File: src/rtl/alu_seq_arbiter.sv
// Two-requester round-robin front end for the nibble-serial 4-bit ALU.
// Streams op/a/b onto the ALU input, waits LATENCY cycles, captures the
// result and flags, and returns them tagged with the requester id.
module alu_seq_arbiter #(
    parameter int LATENCY = 2
) (
    input  logic       clk,
    input  logic       reset,
    input  logic       req0_valid,
    output logic       req0_ready,
    input  logic [3:0] req0_op,
    input  logic [3:0] req0_a,
    input  logic [3:0] req0_b,
    input  logic       req1_valid,
    output logic       req1_ready,
    input  logic [3:0] req1_op,
    input  logic [3:0] req1_a,
    input  logic [3:0] req1_b,
    output logic       alu_enabled,
    output logic [3:0] alu_data,
    input  logic [3:0] alu_result,
    input  logic [3:0] alu_flags,
    output logic       rsp_valid,
    output logic       rsp_id,
    output logic [3:0] rsp_result,
    output logic [3:0] rsp_flags
);

    localparam logic [2:0] S_IDLE = 3'd0;
    localparam logic [2:0] S_OP   = 3'd1;
    localparam logic [2:0] S_A    = 3'd2;
    localparam logic [2:0] S_B    = 3'd3;
    localparam logic [2:0] S_WAIT = 3'd4;
    localparam logic [2:0] S_DONE = 3'd5;

    localparam logic [3:0] LAT_M1 = 4'(LATENCY - 1);

    logic [2:0] r_state;
    logic       r_last_grant;
    logic       r_id;
    logic [3:0] r_op;
    logic [3:0] r_a;
    logic [3:0] r_b;
    logic [3:0] r_cnt;
    logic       r_rsp_id;
    logic [3:0] r_rsp_result;
    logic [3:0] r_rsp_flags;

    logic w_idle;
    logic w_gnt0;
    logic w_gnt1;

    // Grant only in IDLE and never while reset is held; on a tie the
    // requester that did not win last time gets the slot.
    assign w_idle = (r_state == S_IDLE) && !reset;
    assign w_gnt0 = w_idle && req0_valid && (!req1_valid || r_last_grant);
    assign w_gnt1 = w_idle && req1_valid && (!req0_valid || !r_last_grant);

    assign req0_ready = w_gnt0;
    assign req1_ready = w_gnt1;
    assign rsp_valid  = (r_state == S_DONE);
    assign rsp_id     = r_rsp_id;
    assign rsp_result = r_rsp_result;
    assign rsp_flags  = r_rsp_flags;

    // Sequencer: latch the winner, stream three nibbles, wait, capture.
    always_ff @(posedge clk) begin
        if (reset) begin
            r_state      <= S_IDLE;
            r_last_grant <= 1'b1;
            r_id         <= 1'b0;
            r_op         <= 4'h0;
            r_a          <= 4'h0;
            r_b          <= 4'h0;
            r_cnt        <= 4'h0;
            r_rsp_id     <= 1'b0;
            r_rsp_result <= 4'h0;
            r_rsp_flags  <= 4'h0;
        end else begin
            case (r_state)
                S_IDLE: begin
                    if (w_gnt0 || w_gnt1) begin
                        r_id         <= w_gnt1;
                        r_last_grant <= w_gnt1;
                        r_op         <= w_gnt1 ? req1_op : req0_op;
                        r_a          <= w_gnt1 ? req1_a  : req0_a;
                        r_b          <= w_gnt1 ? req1_b  : req0_b;
                        r_state      <= S_OP;
                    end
                end
                S_OP: r_state <= S_A;
                S_A:  r_state <= S_B;
                S_B: begin
                    r_cnt   <= LAT_M1;
                    r_state <= S_WAIT;
                end
                S_WAIT: begin
                    if (r_cnt == 4'h0) begin
                        r_rsp_id     <= r_id;
                        r_rsp_result <= alu_result;
                        r_rsp_flags  <= alu_flags;
                        r_state      <= S_DONE;
                    end else begin
                        r_cnt <= r_cnt - 4'h1;
                    end
                end
                S_DONE:  r_state <= S_IDLE;
                default: r_state <= S_IDLE;
            endcase
        end
    end

    // ALU input stream: only the three streaming states drive the port.
    always_comb begin
        alu_enabled = 1'b0;
        alu_data    = 4'h0;
        case (r_state)
            S_OP: begin alu_enabled = 1'b1; alu_data = r_op; end
            S_A:  begin alu_enabled = 1'b1; alu_data = r_a;  end
            S_B:  begin alu_enabled = 1'b1; alu_data = r_b;  end
            default: ;
        endcase
    end

endmodule

File: config.mk
export PLATFORM = sky130hd
export DESIGN_NAME = alu_seq_arbiter
export DESIGN_NICKNAME = d
export VERILOG_FILES = /design/src/rtl/alu_seq_arbiter.sv
export SDC_FILE = /design/constraint.sdc
export NUM_CORES = 1
export LEC_CHECK = 0
export ABC_AREA = 0
export CORE_ASPECT_RATIO = 2
export CORE_MARGIN = 2
export CORE_UTILIZATION = 45
export CTS_CLUSTER_SIZE = 25
export DETAILED_ROUTE_END_ITERATION = 6
export HOLD_SLACK_MARGIN = 0.03
export PLACE_DENSITY_LB_ADDON = 0.2
export SKIP_LAST_GASP = 1
export SYNTH_ARGS = -nofsm -noshare
export SYNTH_HDL_FRONTEND = slang
export SYNTH_SLANG_ARGS = --single-unit
File: constraint.sdc
create_clock -name clk -period 2 [get_ports clk]
set_clock_uncertainty 0.1 [all_clocks]
set_input_delay 0.3 -clock clk [delete_from_list [all_inputs] [get_ports clk]]
set_output_delay 0.3 -clock clk [all_outputs]
set_load 0.01 [all_outputs]
==> impl_metrics.env, run 1 <==
export IMPL_ios=53
export IMPL_tightest_slew_ns=0.412
export IMPL_wl_per_cell_um=15.7
export IMPL_slew_headroom=0.725
export IMPL_fin_nets=287
export IMPL_worst_ep_arrival_time_ns=1.60
export IMPL_dr_pass1_iters=4
export IMPL_cts_htree_levels=2
export IMPL_p_clk_frac=0.265
export IMPL_synth_ff_latch_count=30
export IMPL_cts_tree="done"
export IMPL_clk_pin_slew_worst_paths_ns=0.06
export IMPL_core_rowCount=29
export IMPL_finalPower_mw=1.87
export IMPL_synth_cell_area_um2=1520
export IMPL_period_share=1.00
export IMPL_routed_wl_um=4420
export IMPL_finalSetupViolCount=1
export IMPL_rsz0062_at_grt="true"
export IMPL_via_per_inst=6.01
export IMPL_finalHoldViolations=0
export IMPL_yosysSeqAreaShare=0.395
export IMPL_numCtsBuffers=5
export IMPL_syn_instance_count=185
export IMPL_pwr_share_seq=0.380
export IMPL_cts_sinks=30
export IMPL_cp_slowest_cell="or4_4"
export IMPL_pwr_share_comb=0.355
export IMPL_drive_gt1_frac=0.180
export IMPL_stdcell_area_um2=2290
export IMPL_async_reset_ff_frac=0
export IMPL_synth_edf_count=0
export IMPL_crit_path_cell_trace="clkdlybuf4s50_1, or4_4, buf_6, nor2_1, clkbuf_2"
export IMPL_clkLatencyLatePin_ns=0.28
export IMPL_grt_overflow=0
export IMPL_yosysWarnings=0
export IMPL_dp_cells=266
export IMPL_antenna_found_initial=0
export IMPL_critical_path_class="input port to output pin"
export IMPL_area_delta_synth_final_pct=50.9
export IMPL_switching_share=0.315
export IMPL_die_h_um=86.2
export IMPL_detail_route_antenna_nets=0
export IMPL_power_leakage_nw=0.868
export IMPL_outcome="finished, violations left"
export IMPL_root_buffer="clkbuf_8"
export IMPL_fin_crit_ns=2.00
export IMPL_grt_max_degree=32
export IMPL_grt_pass1_wl_um=6840
export IMPL_fill_cells=274
export IMPL_ys_types=32
export IMPL_end_kind="output pin"
export IMPL_vias=1688
export IMPL_layout_setup_ws_ns=-0.00288
export IMPL_diodes=0
export IMPL_max_cap_viol_count=0
export IMPL_port_buffers=52
export IMPL_p_switching_mw=0.591
export IMPL_grt_usage=0.236
export IMPL_final_common_cell="clkdlybuf4s50_1"
export IMPL_synth_nets=223
export IMPL_dp_hpwl_um=3250
export IMPL_final_instance_count_excl_fill=281
export IMPL_min_path_type="register to register"
export IMPL_die_area_um2=3890
export IMPL_globalplace_congestion=0.829
export IMPL_cpPeakStageDelay_ns=0.46
export IMPL_violations="negative setup slack"
export IMPL_path_max_fanout=14
export IMPL_die_w_um=45.1
export IMPL_drtIter0Drc=33
export IMPL_cp_start_kind="input port"
export IMPL_place_area_um2=2140
export IMPL_syn_avg_cell_area_um2=8.22
export IMPL_clock_fmax_mhz=499
export IMPL_synth_ff_type="dfxtp_1"
export IMPL_power_density_nw_per_um2=817
export IMPL_clk_path_buf_depth=2
export IMPL_internal_power_mw=1.28
export IMPL_core_area_um2=3190
export IMPL_max_vdd_ir_drop_mv=0.525
export IMPL_crit_required_ns=1.60
export IMPL_grt_pass1_vias=1647
export IMPL_start_util=0.476
export IMPL_most_common_layout_cells="clkdlybuf4s50_1 (45), dfxtp_1 (29), a21oi_1 (24)"
export IMPL_slew_violations=0
export IMPL_route_detailed_drc=0
[cells in the mapped netlist, types with 2 or more instances]
library cell | number | area, um2
ha_1 | 2 | 25.0
a21oi_1 | 24 | 120
or4_1 | 3 | 22.5
a311oi_1 | 13 | 114
a211oi_1 | 6 | 45.0
nor3b_1 | 2 | 15.0
o21ai_0 | 3 | 15.0
nor2_1 | 8 | 30.0
clkbuf_1 | 16 | 60.1
mux2_1 | 4 | 45.0
o21ai_1 | 22 | 110
nand3_1 | 21 | 105
or3_1 | 2 | 12.5
or3b_1 | 2 | 17.5
and3b_1 | 2 | 17.5
a22oi_1 | 4 | 30.0
inv_1 | 5 | 18.8
buf_2 | 2 | 10.0
buf_1 | 2 | 7.51
dfxtp_1 | 30 | 601
[critical path: cells and delay by family]
family | cells | cell delay, ns
simple gates | 2 | 0.56
buf+inv | 3 | 0.73
[final cells by class]
cell class	count	area (um2)	area share
Multi-Input combinational cell	129	842	0.367
Timing Repair Buffer	77	697	0.304
Sequential cell	30	602	0.262
Clock buffer	7	86.3	0.0376
Tap cell	31	38.8	0.0169
Inverter	6	22.5	0.00982
Clock inverter	1	5.00	0.00218
[flip-flops by register name (all words and copies together), names as in the netlist, 3 cells and up]
register,count
r_a,4
r_b,4
r_cnt,4
r_op,4
r_state,3
rsp_flags,4
rsp_result,4
[timing repair]
action,in CTS,in global routing
hold buffers,0,0
endpoints found under the setup margin,6,7
gates resized for setup,12,16
setup buffers,3,4
[worst paths after layout]
check	slack [ns]	depth (start not counted)	endpoint	start
setup reg to reg	0.07	5	r_cnt[3]	r_state[1]
setup / recovery	-0.003	5	req1_ready	reset
hold reg to reg	0.38	2	rsp_id	r_id
hold / removal	0.38	2	rsp_id	r_id
[metal layers]
layer / wire length (um) / track usage
met5: 0 / 0
met4: 125 / 0.115
met3: 218 / 0.0521
met2: 2580 / 0.462
met1: 1500 / 0.204
[cell families after synthesis]
family,share of synthesized area
XOR/XNOR,0.00576
AO/OA/AOI/OAI,0.308
adder cells (fa/ha/maj),0.0165
flip-flops,0.395
buffers and inverters,0.0658
multiplexers,0.0296
AND/OR/NAND/NOR,0.179
[power by group through the flow]
stage          registers [mW]  logic, mW  clock network, mW
2_1_floorplan           0.711      0.341                  0
3_3_place_gp            0.713      0.583                  0
5_1_grt                 0.717      0.720              0.526
3_5_place_dp            0.718      0.600                  0
4_1_cts                 0.708      0.619              0.504
6_report                0.712      0.666              0.496
[per-stage QoR]
step | hold WS [ns] | utilization | TNS (ns) | setup slack (ns)
after CTS | 0.382 | 0.703 | -0.436 | -0.167
after detailed placement | 0.376 | 0.669 | -1.65 | -0.429
after global routing | 0.392 | 0.718 | -0.0244 | -0.0244
after floorplan | 0.344 | - | 0 | 0.188
after global placement | 0.363 | 0.669 | -1.33 | -0.436
final | 0.377 | 0.718 | -0.00288 | -0.00288
(Power assumes the default switching activity.)
==> run 2: changes to the inputs <==
--- a/config.mk
+++ b/config.mk
@@ -8,7 +8,7 @@
 export ABC_AREA = 0
 export CORE_ASPECT_RATIO = 2
 export CORE_MARGIN = 2
-export CORE_UTILIZATION = 45
+export CORE_UTILIZATION = 40
 export CTS_CLUSTER_SIZE = 25
 export DETAILED_ROUTE_END_ITERATION = 6
 export HOLD_SLACK_MARGIN = 0.03
==> constraint.sdc (replaced) <==
create_clock -name clk -period 1.8 [get_ports clk]
set_clock_uncertainty 0.1 [all_clocks]
set_input_delay 0.27 -clock clk [delete_from_list [all_inputs] [get_ports clk]]
set_output_delay 0.27 -clock clk [all_outputs]
set_load 0.01 [all_outputs]
==> run 2 against run 1 <==
  * The flow still finishes with violations (negative setup slack)
  * Non-clock buffer count increased by 4
  * Routed wire length increased by 6.9%
  * Worst setup slack got worse by 0.082 ns
  * Die area increased by 12%
  * Combinational power increased by 33%
==> impl_metrics.env, run 2 (synthesized netlist as in run 1, its figures left out) <==
export IMPL_outcome="finished, violations left"
export IMPL_violations="negative setup slack"
export IMPL_core_area_um2=3650
export IMPL_reg2reg_setup_slack_ns=0.01
export IMPL_fin_nets=291
export IMPL_most_common_layout_cells="clkdlybuf4s50_1 (43), dfxtp_1 (27), a21oi_1 (23)"
export IMPL_min_path_type="register to register"
export IMPL_grt_pass1_wl_um=7220
export IMPL_cts_htree_levels=2
export IMPL_rr_worst_depth=5
export IMPL_antenna_found_initial=0
export IMPL_crit_path_cell_trace="or4_4, a211oi_4, buf_2"
export IMPL_postLayoutCoreUtil=0.678
export IMPL_cpPeakStageDelay_ns=0.57
export IMPL_slew_violations=0
export IMPL_grt_pass1_vias=1677
export IMPL_power_leakage_nw=0.918
export IMPL_diodes=0
export IMPL_hp_start="rsp_result[3]"
export IMPL_clk_pin_slew_worst_paths_ns=0.06
export IMPL_clock_fmax_mhz=530
export IMPL_die_w_um=47.6
export IMPL_port_buffers=52
export IMPL_dp_hpwl_um=3160
export IMPL_route_detailed_drc=0
export IMPL_die_h_um=91.2
export IMPL_detail_route_antenna_nets=0
export IMPL_power_density_nw_per_um2=903
export IMPL_crit_start="r_state[2]"
export IMPL_area_delta_synth_final_pct=62.7
export IMPL_grt_usage=0.226
export IMPL_ios=53
export IMPL_via_per_inst=5.62
export IMPL_globalplace_congestion=0.844
export IMPL_clkLatencyLatePin_ns=0.28
export IMPL_r2r_start="r_state[1]"
export IMPL_drive_gt1_frac=0.268
export IMPL_tns_ns=-0.202
export IMPL_hold_depth=2
export IMPL_rsz0062_at_grt="true"
export IMPL_layout_setup_ws_ns=-0.0851
export IMPL_grt_overflow=0
export IMPL_start_util=0.417
export IMPL_wl_per_cell_um=15.6
export IMPL_worst_ep_arrival_time_ns=1.52
export IMPL_grt_max_degree=32
export IMPL_crit_required_ns=1.43
export IMPL_fin_crit_ns=1.89
export IMPL_cts_sinks=30
export IMPL_period_share=1.05
export IMPL_vias=1703
export IMPL_multi_input_area_um2=917
export IMPL_dp_slack_ns=-0.589
export IMPL_max_cap_viol_count=0
export IMPL_core_rowCount=31
export IMPL_root_buffer="clkbuf_8"
export IMPL_path_max_fanout=2
export IMPL_cp_slowest_cell="or4_4"
export IMPL_clk_path_buf_depth=2
export IMPL_cp_start_kind="register"
export IMPL_final_common_cell="clkdlybuf4s50_1"
export IMPL_finalSetupViolCount=4
export IMPL_critical_path_class="register to output pin"
export IMPL_tightest_slew_ns=0.371
export IMPL_end_kind="output pin"
export IMPL_dr_pass1_iters=4
export IMPL_whs_ns=0.379
export IMPL_seq_area_um2=604
export IMPL_numCtsBuffers=5
export IMPL_cts_tree="done"
export IMPL_routed_wl_um=4720
export IMPL_slew_headroom=0.753
export IMPL_finalHoldViolations=0
export IMPL_fill_cells=319
export IMPL_max_vdd_ir_drop_mv=0.689
export IMPL_drtIter0Drc=49
export IMPL_die_area_um2=4340
[run 2: report_power, final]
part           switching (mW)  total [mW]  internal, mW
registers              0.0518       0.795         0.743
clock network           0.247       0.555         0.308
logic                   0.415       0.883         0.468
total                   0.714        2.23          1.52
[run 2: critical path, delay by kind of cell (launching register included)]
family                 cells  cell delay, ns
AOI/OAI and AO/OA          1            0.19
buffers and inverters      1            0.17
DFF                        1            0.32
and+or+nand+nor            1            0.57
[run 2: final cells by class]
class / instances / area share
clock buffers: 7 / 0.0349
clock inverters: 1 / 0.00202
inverters: 6 / 0.00910
multi-input cells: 129 / 0.371
flip-flops and latches: 30 / 0.244
well taps: 49 / 0.0248
repair buffers: 81 / 0.314
[run 2: metrics by stage]
step | instances | power, mW | cell area (um2)
final | 303 | 2.23 | 2470
after floorplan | 185 | 1.17 | 1520
after CTS | 296 | 2.11 | 2330
after detailed placement | 283 | 1.50 | 2180
after global routing | 303 | 2.34 | 2470
after global placement | 283 | 1.48 | 2180
[run 2: path summary, 6_finish.rpt]
kind	end
max	req0_ready
min	rsp_result[3]
max reg2reg	r_cnt[3]
min reg2reg	rsp_result[3]
[run 2: what timing repair did]
item	CTS	global route
buffers inserted	5	7
hold buffers	0	0
resized for setup	38	26
pin swaps	5	8
endpoints found under the setup margin	10	13
[run 2: metal layers]
metal / wire (um) / global-route usage
met2: 2620 / 0.405
met1: 1710 / 0.208
met3: 205 / 0.0537
met4: 189 / 0.128
met5: 0 / 0
==> run 3: changes to the inputs <==
--- a/config.mk
+++ b/config.mk
@@ -9,9 +9,9 @@
 export CORE_ASPECT_RATIO = 2
 export CORE_MARGIN = 2
 export CORE_UTILIZATION = 40
+export CTS_CLUSTER_DIAMETER = 40
 export CTS_CLUSTER_SIZE = 25
 export DETAILED_ROUTE_END_ITERATION = 6
-export HOLD_SLACK_MARGIN = 0.03
 export PLACE_DENSITY_LB_ADDON = 0.2
 export SKIP_LAST_GASP = 1
 export SYNTH_ARGS = -nofsm -noshare
==> results of run 3 <==
No change in the layout: final DEF, timing and power equal those of run 2.
